--- config.mk ---
export PLATFORM = sky130hd
export DESIGN_NAME = vga_sync_decoder
export DESIGN_NICKNAME = d
export VERILOG_FILES = /design/src/rtl/vga_sync_decoder.sv
export SDC_FILE = /design/constraint.sdc
export NUM_CORES = 1
export LEC_CHECK = 0
export ABC_AREA = 1
export BUFFER_PORTS_ARGS = -buffer_cell sky130_fd_sc_hd__buf_4
export CAP_MARGIN = 15
export CORE_UTILIZATION = 60
export CTS_BUF_LIST = sky130_fd_sc_hd__clkbuf_2 sky130_fd_sc_hd__clkbuf_4 sky130_fd_sc_hd__clkbuf_8
export DETAILED_ROUTE_END_ITERATION = 8
export PLACE_DENSITY = 0.84
export SLEW_MARGIN = 10
export SYNTH_ARGS = -nofsm -noshare
export SYNTH_HDL_FRONTEND = slang
export SYNTH_SLANG_ARGS = --single-unit
--- constraint.sdc ---
create_clock -name pixel_clk -period 4.2 [get_ports pixel_clk]
set_input_delay 0.21 -clock pixel_clk [delete_from_list [all_inputs] [get_ports pixel_clk]]
set_output_delay 0.21 -clock pixel_clk [all_outputs]
set_load 0.05 [all_outputs]
--- src/rtl/vga_sync_decoder.sv ---
// vga_sync_decoder
// Recovers pixel coordinates and colour from a DE/HSYNC/VSYNC display
// stream, checks line/frame geometry against the expected active size and
// reports timing lock.
//
// Ports:
//   pixel_clk, rst_n          clock, synchronous active-low reset
//   h_sync, v_sync            sync inputs, polarity set by SYNC_ACTIVE_LOW
//   disp_enbl                 1 = active pixel
//   red/green/blue [3:0]      pixel colour
//   pix_valid                 recovered pixel inside the expected active area
//   pix_x [10:0], pix_y [9:0] recovered coordinates
//   pix_r/g/b [3:0]           colour aligned with pix_valid
//   frame_start, line_end     pulses on first pixel of frame / last of line
//   locked                    timing locked
//   sync_err                  pulse on a bad line or bad frame
//
// Pipeline: stage 1 registers the raw inputs, stage 2 registers every output,
// so each output reflects the input sampled two clocks earlier.
module vga_sync_decoder #(
  parameter int H_ACTIVE        = 800,
  parameter int V_ACTIVE        = 600,
  parameter int LOCK_FRAMES     = 2,
  parameter int SYNC_ACTIVE_LOW = 1
) (
  input  logic        pixel_clk,
  input  logic        rst_n,
  input  logic        h_sync,
  input  logic        v_sync,
  input  logic        disp_enbl,
  input  logic [3:0]  red,
  input  logic [3:0]  green,
  input  logic [3:0]  blue,
  output logic        pix_valid,
  output logic [10:0] pix_x,
  output logic [9:0]  pix_y,
  output logic [3:0]  pix_r,
  output logic [3:0]  pix_g,
  output logic [3:0]  pix_b,
  output logic        frame_start,
  output logic        line_end,
  output logic        locked,
  output logic        sync_err
);

  localparam int GW = (LOCK_FRAMES > 0) ? $clog2(LOCK_FRAMES + 1) : 1;
  localparam logic [GW-1:0] LOCK_N  = GW'(LOCK_FRAMES);
  localparam logic [11:0]   H_CNT   = 12'(H_ACTIVE);
  localparam logic [10:0]   V_LINES = 11'(V_ACTIVE);

  typedef enum logic [1:0] {IDLE, SEARCH, LOCKED} state_t;

  // Horizontal sync carries no information the decoder needs: line
  // boundaries come from disp_enbl edges.
  logic unused_h_sync;
  assign unused_h_sync = h_sync;

  // stage 1
  logic        vs_q, vs_d, vs_prev_q;
  logic        de_q, de_prev_q;
  logic [11:0] rgb_q;
  // counters / FSM
  logic [10:0] h_cnt_q, h_cnt_d;
  logic [9:0]  v_cnt_q, v_cnt_d;
  logic        bad_seen_q, bad_seen_d;
  state_t      state_q, state_d;
  logic [GW-1:0] good_q, good_d;
  // stage 2
  logic        pix_valid_q, pix_valid_d;
  logic [10:0] pix_x_q, pix_x_d;
  logic [9:0]  pix_y_q, pix_y_d;
  logic [11:0] rgb_out_q;
  logic        frame_start_q, frame_start_d;
  logic        line_end_q, line_end_d;
  logic        locked_q, locked_d;
  logic        sync_err_q, sync_err_d;

  // combinational helpers
  logic        v_edge, de_rise, de_fall, active;
  logic [10:0] x_cur;
  logic [9:0]  y_cur;
  logic [11:0] pix_cnt;
  logic [10:0] lines_closed;
  logic        line_bad, frame_bad;

  always_comb begin
    vs_d    = (SYNC_ACTIVE_LOW != 0) ? ~v_sync : v_sync;
    v_edge  = vs_q & ~vs_prev_q;
    de_rise = de_q & ~de_prev_q;
    de_fall = ~de_q & de_prev_q;
    active  = (state_q != IDLE);

    // h_cnt_q holds the x of the last active sample, so x+1 is the
    // pixel count of the line that just closed.
    x_cur   = de_rise ? 11'd0 : ((h_cnt_q == 11'h7FF) ? h_cnt_q : h_cnt_q + 11'd1);
    h_cnt_d = de_q ? x_cur : h_cnt_q;
    pix_cnt = {1'b0, h_cnt_q} + 12'd1;

    y_cur = v_edge ? 10'd0 : v_cnt_q;
    // A line ending on the same sample as the vsync edge belongs to the
    // frame being closed.
    lines_closed = {1'b0, v_cnt_q} + {10'd0, de_fall};

    line_bad  = (de_fall & (pix_cnt != H_CNT)) | (v_edge & de_q);
    frame_bad = bad_seen_q | line_bad | (lines_closed != V_LINES);

    if (v_edge)       v_cnt_d = 10'd0;
    else if (de_fall) v_cnt_d = (v_cnt_q == 10'h3FF) ? v_cnt_q : v_cnt_q + 10'd1;
    else              v_cnt_d = v_cnt_q;

    bad_seen_d = v_edge ? 1'b0 : (bad_seen_q | line_bad);

    state_d = state_q;
    good_d  = good_q;
    case (state_q)
      IDLE: if (v_edge) begin
        // first edge only aligns to the stream, nothing to judge yet
        state_d = SEARCH;
        good_d  = '0;
      end
      SEARCH: if (v_edge) begin
        if (frame_bad) good_d = '0;
        else begin
          good_d = good_q + GW'(1);
          if (good_d == LOCK_N) state_d = LOCKED;
        end
      end
      LOCKED: if (line_bad | (v_edge & frame_bad)) begin
        state_d = SEARCH;
        good_d  = '0;
      end
      default: begin
        state_d = IDLE;
        good_d  = '0;
      end
    endcase

    pix_valid_d   = active & de_q & ({1'b0, x_cur} < H_CNT) & ({1'b0, y_cur} < V_LINES);
    pix_x_d       = de_q ? x_cur : 11'd0;
    pix_y_d       = de_q ? y_cur : 10'd0;
    frame_start_d = pix_valid_d & (x_cur == 11'd0) & (y_cur == 10'd0);
    // the raw input is the sample that follows the one in stage 1
    line_end_d    = pix_valid_d & ~disp_enbl;
    locked_d      = (state_q == LOCKED);
    sync_err_d    = active & (line_bad | (v_edge & frame_bad));
  end

  always_ff @(posedge pixel_clk) begin
    if (!rst_n) begin
      vs_q          <= 1'b0;
      vs_prev_q     <= 1'b0;
      de_q          <= 1'b0;
      de_prev_q     <= 1'b0;
      rgb_q         <= '0;
      h_cnt_q       <= '0;
      v_cnt_q       <= '0;
      bad_seen_q    <= 1'b0;
      state_q       <= IDLE;
      good_q        <= '0;
      pix_valid_q   <= 1'b0;
      pix_x_q       <= '0;
      pix_y_q       <= '0;
      rgb_out_q     <= '0;
      frame_start_q <= 1'b0;
      line_end_q    <= 1'b0;
      locked_q      <= 1'b0;
      sync_err_q    <= 1'b0;
    end else begin
      vs_q          <= vs_d;
      vs_prev_q     <= vs_q;
      de_q          <= disp_enbl;
      de_prev_q     <= de_q;
      rgb_q         <= {red, green, blue};
      h_cnt_q       <= h_cnt_d;
      v_cnt_q       <= v_cnt_d;
      bad_seen_q    <= bad_seen_d;
      state_q       <= state_d;
      good_q        <= good_d;
      pix_valid_q   <= pix_valid_d;
      pix_x_q       <= pix_x_d;
      pix_y_q       <= pix_y_d;
      rgb_out_q     <= rgb_q;
      frame_start_q <= frame_start_d;
      line_end_q    <= line_end_d;
      locked_q      <= locked_d;
      sync_err_q    <= sync_err_d;
    end
  end

  assign pix_valid   = pix_valid_q;
  assign pix_x       = pix_x_q;
  assign pix_y       = pix_y_q;
  assign pix_r       = rgb_out_q[11:8];
  assign pix_g       = rgb_out_q[7:4];
  assign pix_b       = rgb_out_q[3:0];
  assign frame_start = frame_start_q;
  assign line_end    = line_end_q;
  assign locked      = locked_q;
  assign sync_err    = sync_err_q;

endmodule

==> impl_metrics.json, run 1 <==
{
  "outcome": "finished clean",
  "yosysWarnings": 0,
  "whs_ns": 0.0220,
  "tightestPinTransition_ns": 0.988,
  "final_antenna_net_count": 0,
  "synth.avg_cell_area_um2": 7.50,
  "worst_slew_margin_rel": 0.340,
  "fp-row-count": 26,
  "synth_cells": 437,
  "ys_ff_latch": 80,
  "dp_hpwl_um": 4960,
  "drc": 0,
  "r2r_end": "good_q[0]$_SDFFE_PN0P_",
  "design.core.area_um2": 5170,
  "slew_viol_final": 0,
  "hold_end": "line_end$_SDFF_PN0_",
  "cts_sinks": 80,
  "r2r-start": "de_prev_q$_SDFF_PN0_",
  "synth_area_um2": 3280,
  "start_util": 0.633,
  "cts_max_path_buffers": 2,
  "grt_pass1_wl_um": 11000,
  "ys_types": 36,
  "finalHoldViolCount": 0,
  "max_freq_ghz": 0.415,
  "cp_max_fo": 6,
  "numPortBuffers": 53,
  "rrSetupSlack_ns": 1.79,
  "crit_arrival_ns": 2.65,
  "grt_max_degree": 35,
  "cts_setup_buffers": 0,
  "dr.pass1.iters": 4,
  "nFillCells": 378,
  "die_area_um2": 5760,
  "gp_congestion": 0.940,
  "ios": 55,
  "grt_pass1_vias": 2479,
  "synthDominantCellAreaShare": 0.489,
  "worst_setup_path_end_kind": "flop",
  "grt_use_met2": 0.427,
  "grt_use_total": 0.257,
  "cap_violations": 0,
  "cts_tree": "done",
  "cts_made_buffers": 9,
  "clockRootBuffer": "clkbuf_8",
  "start_kind": "flop",
  "fin_nets": 512,
  "p_per_area_nw_per_um2": 376,
  "vdd_drop_max_mv": 0.241,
  "global_route.overflow_total": 0,
  "use_met3": 0.0516,
  "setup_tns_ns": 0,
  "period_needed_ns": 2.41,
  "via_per_inst": 5.07,
  "rsz0062_at_grt": "no",
  "n_antenna_cell": 0,
  "finalClockSkew_ns": 0.0104,
  "grt.busiest_layer": "met2",
  "min_path_cells": 2,
  "drive_gt1_frac": 0.196,
  "yosysTopAreaCell": "dfxtp_1",
  "syn_to_final_growth_pct": 19.8,
  "p_leak_nw": 1.91,
  "drt-wirelength-per-cell_um": 12.0,
  "insertion_delay_ns": 0.35,
  "r2r_cells": 15,
  "antenna_found_initial": 0,
  "post-route-period-util": 0.574,
  "required_ns": 4.44,
  "clk_pin_slew_ns": 0.08,
  "synth_area_leaders": "dfxtp_1 (49%), nand2_1 (11%), inv_1 (8.0%), nor2_1 (5.5%), nand3_1 (3.5%)",
  "ys_seq_area_frac": 0.489,
  "die_x_um": 75.9,
  "gr-usage-met1": 0.316,
  "drt-total-wl_um": 6790,
  "die_y_um": 75.9,
  "hp-start": "disp_enbl",
  "setup-violations-final": 0,
  "synth_nets": 459,
  "drtIter0Drc": 178,
  "crit_type": "flop to flop",
  "vias": 2865,
  "htree_levels": 3,
  "hold_class": "primary input to flop"
}
-- metrics by stage --
step                 util  cell area [um2]  cells  power, mW  worst slack, ns
finish              0.759             3920    565       1.48             1.79
detailed placement  0.717             3710    548      0.919             1.87
floorplan               -             3280    437      0.885             2.16
global placement    0.717             3710    548      0.916             1.89
CTS                 0.759             3920    565       1.49             1.80
global route        0.759             3920    565       1.53             1.53
-- cell families after synthesis --
family          share of synthesized area
simple gates                        0.301
buf+inv                             0.104
flops                               0.489
xor+xnor                          0.00267
fa+ha+maj                          0.0191
compound gates                     0.0848
-- layout by cell type, fill, tap and decap left out, types with 3 or more instances in the layout --
master / count
o21ai_1: 3
o21ai_0: 8
nor3_1: 14
a31oi_1: 3
dfxtp_1: 80
nor2_1: 48
o22ai_1: 10
ha_1: 5
nand2_1: 97
inv_2: 5
a21oi_1: 17
inv_1: 70
nand2_2: 8
clkbuf_8: 10
buf_4: 53
nand4_1: 9
inv_6: 3
nand3_1: 23
-- state kept, by name, summed over array words and instances, names as in the netlist, 2 cells and up --
name / count
rgb_out_q: 12
rgb_q: 12
h_cnt_q: 11
pix_x: 11
pix_y: 10
v_cnt_q: 10
good_q: 2
state_q: 2
-- synth_stat cells --
cell type / count
inv_2: 5
clkinv_1: 1
a31o_2: 1
a21oi_1: 17
nand3_1: 23
nand2_4: 2
nand3_2: 2
nor2_8: 1
buf_4: 1
nor2_4: 1
nand2_2: 8
ha_1: 5
nor4_2: 1
nor2_2: 2
or2_0: 1
clkbuf_1: 7
inv_1: 70
o41ai_1: 1
a31oi_1: 3
nor3_1: 14
and3_1: 2
nand2_1: 97
a211oi_1: 1
o22ai_1: 10
o21ai_0: 8
dfxtp_1: 80
nand4_1: 9
or2_2: 2
o21ai_1: 3
nor3_2: 2
o21bai_1: 2
o21ai_2: 1
xor2_1: 1
o211ai_1: 1
nor2_1: 48
buf_2: 4
-- critical path: stages, from the launching register on --
cell and delay, ns:
dfxtp_1 0.34, inv_1 0.04, nor2_1 0.25, ha_1 0.25
ha_1 0.18, inv_1 0.05, o21ai_0 0.14, nand2_1 0.07
nor2_1 0.09, nand2_1 0.07, nor3_2 0.33, nand3_2 0.13
nand2_2 0.10, nand2_4 0.07, a21oi_1 0.13, nor2_1 0.05
-- worst max-delay path by stage --
stage                          from                      end  slack, ns
6_report       de_prev_q$_SDFF_PN0_   good_q[0]$_SDFFE_PN0P_       1.79
5_1_grt        de_prev_q$_SDFF_PN0_   good_q[1]$_SDFFE_PN0P_       1.53
4_1_cts        de_prev_q$_SDFF_PN0_   good_q[0]$_SDFFE_PN0P_       1.80
3_5_place_dp   de_prev_q$_SDFF_PN0_   good_q[0]$_SDFFE_PN0P_       1.87
3_3_place_gp   de_prev_q$_SDFF_PN0_  state_q[0]$_SDFFE_PN0P_       1.89
2_1_floorplan  de_prev_q$_SDFF_PN0_  state_q[0]$_SDFFE_PN0P_       2.16
-- cell type report --
type / count / area [um2] / area share
flip-flops and latches: 80 / 1600 / 0.408
multi-input cells: 269 / 1340 / 0.340
repair buffers: 54 / 408 / 0.104
inverters: 76 / 285 / 0.0727
clock buffers: 11 / 145 / 0.0370
well taps: 70 / 87.6 / 0.0223
clock inverters: 5 / 61.3 / 0.0156
-- timing repair --
action                                 4_1_cts  5_1_grt
hold buffers                                 1        0
endpoints found under the hold margin        1        0
resized for setup                            0        0
-- per-layer routing --
layer  routed length (um)  vias to the layer above
li1                     -                     1479
met1                 2840                     1279
met2                 3400                       92
met3                  412                       15
met4                  139                        0
met5                    0                        -
-- power breakdown --
part / switching [mW] / total (mW) / leakage (nW) / internal (mW)
logic: 0.0764 / 0.115 / 1.15 / 0.0386
registers: 0.00955 / 0.788 / 0.652 / 0.778
clock network: 0.270 / 0.573 / 0.108 / 0.303
Note: power is estimated with default switching activity, not from simulation.
==> inputs of run 2 (changes only) <==
--- a/config.mk
+++ b/config.mk
@@ -5,13 +5,13 @@
 export SDC_FILE = /design/constraint.sdc
 export NUM_CORES = 1
 export LEC_CHECK = 0
-export ABC_AREA = 1
+export ABC_AREA = 0
 export BUFFER_PORTS_ARGS = -buffer_cell sky130_fd_sc_hd__buf_4
 export CAP_MARGIN = 15
-export CORE_UTILIZATION = 60
+export CORE_UTILIZATION = 52
 export CTS_BUF_LIST = sky130_fd_sc_hd__clkbuf_2 sky130_fd_sc_hd__clkbuf_4 sky130_fd_sc_hd__clkbuf_8
 export DETAILED_ROUTE_END_ITERATION = 8
-export PLACE_DENSITY = 0.84
+export PLACE_DENSITY = 0.78
 export SLEW_MARGIN = 10
 export SYNTH_ARGS = -nofsm -noshare
 export SYNTH_HDL_FRONTEND = slang
==> constraint.sdc (replaced) <==
create_clock -name pixel_clk -period 2.1 [get_ports pixel_clk]
set_input_delay 0.105 -clock pixel_clk [delete_from_list [all_inputs] [get_ports pixel_clk]]
set_output_delay 0.105 -clock pixel_clk [all_outputs]
set_load 0.05 [all_outputs]
==> impl_metrics.json, run 2 <==
{
  "outcome": "finished with violations",
  "violations": "setup timing",
  "largest_registers": "rgb_out_q (12), rgb_q (12)",
  "final_cell_area_um2": 4250,
  "synthDominantCellAreaShare": 0.522,
  "synth_nets": 342,
  "yosysMostFrequentCell": "dfxtp_1",
  "rsz0062_at_grt": "yes",
  "yosysWarnings": 0,
  "n_antenna_cell": 0,
  "post-route-period-util": 1.25,
  "antenna_found_initial": 0,
  "die_area_um2": 6220,
  "fp-row-count": 27,
  "yosys-top-cells-count": "dfxtp_1 (80), nor2_1 (31), and2_1 (27)",
  "drc": 0,
  "layout_common_cells": "buf_4 (95), dfxtp_1 (72), nor2_1 (30)",
  "die_x_um": 78.8,
  "synth_area_um2": 3070,
  "start_util": 0.548,
  "final_antenna_net_count": 0,
  "required_ns": 2.40,
  "via_per_inst": 5.47,
  "tightestPinTransition_ns": 0.697,
  "gr-usage-met1": 0.293,
  "design.core.area_um2": 5610,
  "yosysTopAreaCell": "dfxtp_1",
  "gp_congestion": 0.881,
  "insertion_delay_ns": 0.36,
  "dp_hpwl_um": 4710,
  "rrSetupSlack_ns": -0.53,
  "finalClockSkew_ns": 0.0137,
  "grt_max_degree": 29,
  "synth_area_leaders": "dfxtp_1 (52%), and2_1 (5.5%), nor2_1 (3.8%), nand2_1 (2.6%), xnor2_1 (2.3%)",
  "synth-edff-count": 0,
  "fin_nets": 443,
  "cts_sinks": 80,
  "vias": 2725,
  "finalHoldViolCount": 0,
  "vdd_drop_max_mv": 0.541,
  "synth_ff_type": "dfxtp_1",
  "die_y_um": 78.8,
  "setup_tns_ns": -2.36,
  "global_route.overflow_total": 0,
  "drt-total-wl_um": 7700,
  "cap_violations": 0,
  "grt_pass1_vias": 2441,
  "worst_setup_path_end_kind": "flop",
  "clk_pin_slew_ns": 0.09,
  "pre_cts_slack_ns": -0.635,
  "placed_area_um2": 3780,
  "syn_to_final_growth_pct": 38.3,
  "ys_seq_area_frac": 0.522,
  "clockRootBuffer": "clkbuf_8",
  "cts_max_path_buffers": 2,
  "p_per_area_nw_per_um2": 695,
  "use_met3": 0.0471,
  "mostFrequentLayoutCell": "buf_4",
  "htree_levels": 3,
  "grt_pass1_wl_um": 11600,
  "whs_ns": 0.0491,
  "period_needed_ns": 2.63,
  "worst_slew_margin_rel": 0.534,
  "ys_ff_latch": 80,
  "grt_use_total": 0.247,
  "grt.busiest_layer": "met2",
  "drive_gt1_frac": 0.331,
  "hold_class": "primary input to flop",
  "setup-violations-final": 5,
  "crit_arrival_ns": 2.93,
  "ios": 55,
  "numPortBuffers": 53,
  "drt-wirelength-per-cell_um": 15.5,
  "grt_use_met2": 0.419,
  "cp_max_fo": 3,
  "start_kind": "flop",
  "synth_cells": 320,
  "max_freq_ghz": 0.380,
  "crit_type": "flop to flop",
  "async_flop_share": 0,
  "cts_made_buffers": 9,
  "dr.pass1.iters": 5,
  "synth.avg_cell_area_um2": 9.60,
  "cts_tree": "done",
  "slew_viol_final": 0,
  "ys_types": 48,
  "setup_slack_ns": -0.532,
  "drtIter0Drc": 223,
  "p_leak_nw": 1.87
}
## run 2: cell types whose count changed in the layout (fill, tap and decap cells not counted), moves of 10 or more
| cell | delta |
|---|---|
| buf_4 | +42 |
| nor2_1 | -18 |
| nand2_1 | -77 |
| inv_1 | -63 |
| nor3_1 | -10 |
| and2_1 | +27 |
| dlygate4sd3_1 | +13 |
| nand3_1 | -14 |
## run 2: path summary, 6_finish.rpt
kind                             start                  endpoint  cells after the start
setup / recovery  de_prev_q$_SDFF_PN0_    good_q[1]$_SDFFE_PN0P_                      9
hold / removal                   rst_n  h_cnt_q[10]$_SDFFE_PN0P_                      2
setup reg to reg  de_prev_q$_SDFF_PN0_    good_q[1]$_SDFFE_PN0P_                      9
hold reg to reg    rgb_q[5]$_SDFF_PN0_   rgb_out_q[5]$_SDFF_PN0_                      1
## run 2: metal layers
metal  share of wire  vias up
met3           0.061       24
li1                -     1308
met4           0.033        0
met1            0.40     1275
met5               0        -
met2            0.50      118
## run 2: kinds of logic (layout without fill, tap and decap cells)
group                      Yosys count  after routing  share of synthesized area
and+or+nand+nor                    140            140                      0.252
DFF                                 80             80                      0.522
AOI/OAI and AO/OA                   48             48                      0.109
buffers and inverters               26            132                     0.0338
xor gates and xnor gates            14             14                     0.0399
muxes                                7              7                     0.0232
adders and majority gates            5              5                     0.0204
## run 2: repair_timing
action                                 4_1_cts  5_1_grt
endpoints found under the hold margin       15        0
setup endpoints to repair                    5       11
gates resized for setup                      4       17
hold buffers                                14        0
pin swaps                                    5        2
setup buffers                                2        4
cloned                                       0        0
## run 2: cell type report
class,instances,area (um2)
clock buffers,9,124
clock inverters,7,83.8
inverters,7,26.3
well taps,72,90.1
multi-input cells,214,1450
fillers,376,1360
repair buffers,109,853
flip-flops and latches,80,1620
## run 2: worst max-delay path, stage by stage (launching register included)
cell and delay [ns]:
dfxtp_2 0.34, nor2b_4 0.16, ha_4 0.15, ha_4 0.19, or4_4 0.44, nor3_4 0.15
nand2_1 0.07, or4_4 0.43, or4_4 0.47, o22ai_2 0.15
## run 2: power breakdown
| group | switching (mW) | leakage (nW) | total (mW) | internal [mW] |
|---|---|---|---|---|
| sequential | 0.0123 | 0.655 | 1.55 | 1.54 |
| clock | 0.619 | 0.103 | 1.19 | 0.574 |
| combinational | 0.108 | 1.11 | 0.203 | 0.0948 |
| total | 0.739 | 1.87 | 2.95 | 2.21 |
## run 2: per-stage QoR
step	std cells	utilization	total power, mW
after floorplan	320	-	1.69
after global placement	462	0.675	1.76
after detailed placement	462	0.675	1.76
after CTS	494	0.742	2.96
after global routing	498	0.757	3.05
final	498	0.757	2.95
==> inputs of run 3 (changes only) <==
==> config.mk (replaced) <==
export PLATFORM = sky130hd
export DESIGN_NAME = vga_sync_decoder
export DESIGN_NICKNAME = d
export VERILOG_FILES = /design/src/rtl/vga_sync_decoder.sv
export SDC_FILE = /design/constraint.sdc
export NUM_CORES = 1
export LEC_CHECK = 0
export ABC_AREA = 0
export BUFFER_PORTS_ARGS = -buffer_cell sky130_fd_sc_hd__buf_4
export CAP_MARGIN = 15
export CORE_UTILIZATION = 49
export DETAILED_ROUTE_END_ITERATION = 8
export PLACE_DENSITY = 0.74
export SYNTH_ARGS = -nofsm -noshare
export SYNTH_HDL_FRONTEND = slang
export SYNTH_SLANG_ARGS = --single-unit
==> impl_metrics.json, run 3 (same netlist as run 2, synthesis figures left out) <==
{
  "pre_cts_slack_ns": -0.617,
  "min_path_cells": 2,
  "cts_sinks": 80,
  "drt-wirelength-per-cell_um": 14.0,
  "drive_gt1_frac": 0.317,
  "max_freq_ghz": 0.380,
  "antenna_found_initial": 0,
  "placed_area_um2": 3780,
  "rrSetupSlack_ns": -0.53,
  "drtIter0Drc": 106,
  "clk_pin_slew_ns": 0.08,
  "setup_slack_ns": -0.532,
  "cts_max_path_buffers": 2,
  "final_cell_area_um2": 4210,
  "path_delay_family": "simple AND/OR/NAND/NOR gates",
  "path_cells": "nor2b_4, ha_4, ha_4, or4_4, nor3_4, nand2_1, or4_4, or4_4, o22ai_2",
  "largest_registers": "rgb_out_q (12), rgb_q (12)",
  "crit_type": "flop to flop",
  "tightestPinTransition_ns": 0.658,
  "rsz0062_at_grt": "yes",
  "seq_area_um2": 1610,
  "slowest_stage": "or4_4",
  "multi_input_area_um2": 1430,
  "outcome": "finished with violations",
  "dp_hpwl_um": 4680,
  "final_antenna_net_count": 0,
  "r2r-start": "de_prev_q$_SDFF_PN0_",
  "drt-total-wl_um": 7040,
  "via_per_inst": 5.19,
  "die_x_um": 81.2,
  "hold_class": "primary input to flop",
  "violations": "setup timing",
  "syn_to_final_growth_pct": 37.0,
  "numPortBuffers": 53,
  "crit_arrival_ns": 2.92,
  "required_ns": 2.39,
  "ios": 55,
  "r2r_cells": 9,
  "post-route-period-util": 1.25,
  "vias": 2598,
  "cp_max_fo": 3,
  "cts_made_buffers": 9,
  "r2r_end": "good_q[1]$_SDFFE_PN0P_",
  "vdd_drop_max_mv": 0.462,
  "p_per_area_nw_per_um2": 678,
  "start_util": 0.513,
  "setup-violations-final": 5,
  "gp_congestion": 0.835,
  "max_stage_delay_ns": 0.49,
  "die_area_um2": 6590,
  "layout_common_cells": "buf_4 (94), dfxtp_1 (73), nor2_1 (30)",
  "design.core.area_um2": 5990,
  "nFillCells": 458,
  "hold_end": "rgb_q[0]$_SDFF_PN0_",
  "period_needed_ns": 2.63,
  "htree_levels": 3,
  "mostFrequentLayoutCell": "buf_4",
  "finalClockSkew_ns": 0.00993,
  "crit_top_cell": "or4_4",
  "slew_viol_final": 0,
  "start_kind": "flop",
  "fp-row-count": 28,
  "grt_pass1_wl_um": 11600,
  "grt_pass1_vias": 2533,
  "drc": 0,
  "worst_setup_path_end_kind": "flop",
  "worst_slew_margin_rel": 0.560,
  "grt_use_total": 0.235,
  "n_antenna_cell": 0,
  "cap_violations": 0,
  "finalHoldViolCount": 0,
  "fin_nets": 443,
  "path_buf_inv": 0,
  "die_y_um": 81.2,
  "dr.pass1.iters": 4,
  "clockRootBuffer": "clkbuf_8",
  "grt_max_degree": 21,
  "p_leak_nw": 1.86,
  "hp-start": "rst_n",
  "insertion_delay_ns": 0.35,
  "global_route.overflow_total": 0,
  "cts_tree": "done"
}
[run 3: per-layer routing]
metal	share of wire	track usage	wire length, um
met5	0	0	0
met4	0.016	0.109	112
met3	0.035	0.0438	243
met2	0.49	0.388	3480
met1	0.45	0.296	3200
[run 3: timing repair]
item,CTS,global route
hold buffers,14,0
endpoints found under the setup margin,6,8
pin swaps,4,1
resized for setup,5,10
gates cloned,0,0
buffers inserted,6,1
hold endpoints to repair,15,0
[run 3: where the power goes]
| group | internal [mW] | switching (mW) |
|---|---|---|
| Combinational | 0.0974 | 0.105 |
| Clock | 0.543 | 0.549 |
| Sequential | 1.54 | 0.0114 |
[run 3: worst max path at each step]
stage,slack [ns],cells after the start,end,start
2_1_floorplan,-0.59,10,good_q[1]$_SDFFE_PN0P_,de_q$_SDFF_PN0_
3_3_place_gp,-0.55,9,good_q[1]$_SDFFE_PN0P_,de_prev_q$_SDFF_PN0_
3_5_place_dp,-0.62,9,good_q[1]$_SDFFE_PN0P_,de_prev_q$_SDFF_PN0_
4_1_cts,-0.52,9,good_q[1]$_SDFFE_PN0P_,de_prev_q$_SDFF_PN0_
5_1_grt,-0.59,9,state_q[0]$_SDFFE_PN0P_,de_prev_q$_SDFF_PN0_
6_report,-0.53,9,good_q[1]$_SDFFE_PN0P_,de_prev_q$_SDFF_PN0_
[run 3: stage by stage]
| stage | cells | utilization | power [mW] | hold WS, ns | setup TNS (ns) |
|---|---|---|---|---|---|
| after floorplan | 320 | - | 1.69 | 0.177 | -2.52 |
| after global placement | 464 | 0.631 | 1.76 | 0.264 | -2.38 |
| after detailed placement | 464 | 0.631 | 1.76 | 0.267 | -2.68 |
| after CTS | 500 | 0.696 | 2.86 | 0.0751 | -2.38 |
| after global routing | 501 | 0.702 | 2.95 | 0.104 | -2.73 |
| final | 501 | 0.702 | 2.85 | 0.0958 | -2.41 |
[run 3: layout make-up]
cell class / instances / area share
inverter: 7 / 0.00625
sequential: 80 / 0.384
clock inverter: 6 / 0.0143
multi-input combinational: 214 / 0.339
clock buffer: 10 / 0.0303
tap: 75 / 0.0223
timing repair buffer: 109 / 0.204
[run 3: worst reg2reg max path: cells and delay by family (launching register included)]
kind / cells / cell delay [ns]
AOI/OAI and AO/OA: 1 / 0.15
adders and majority gates: 2 / 0.35
DFF: 1 / 0.33
and+or+nand+nor: 6 / 1.75
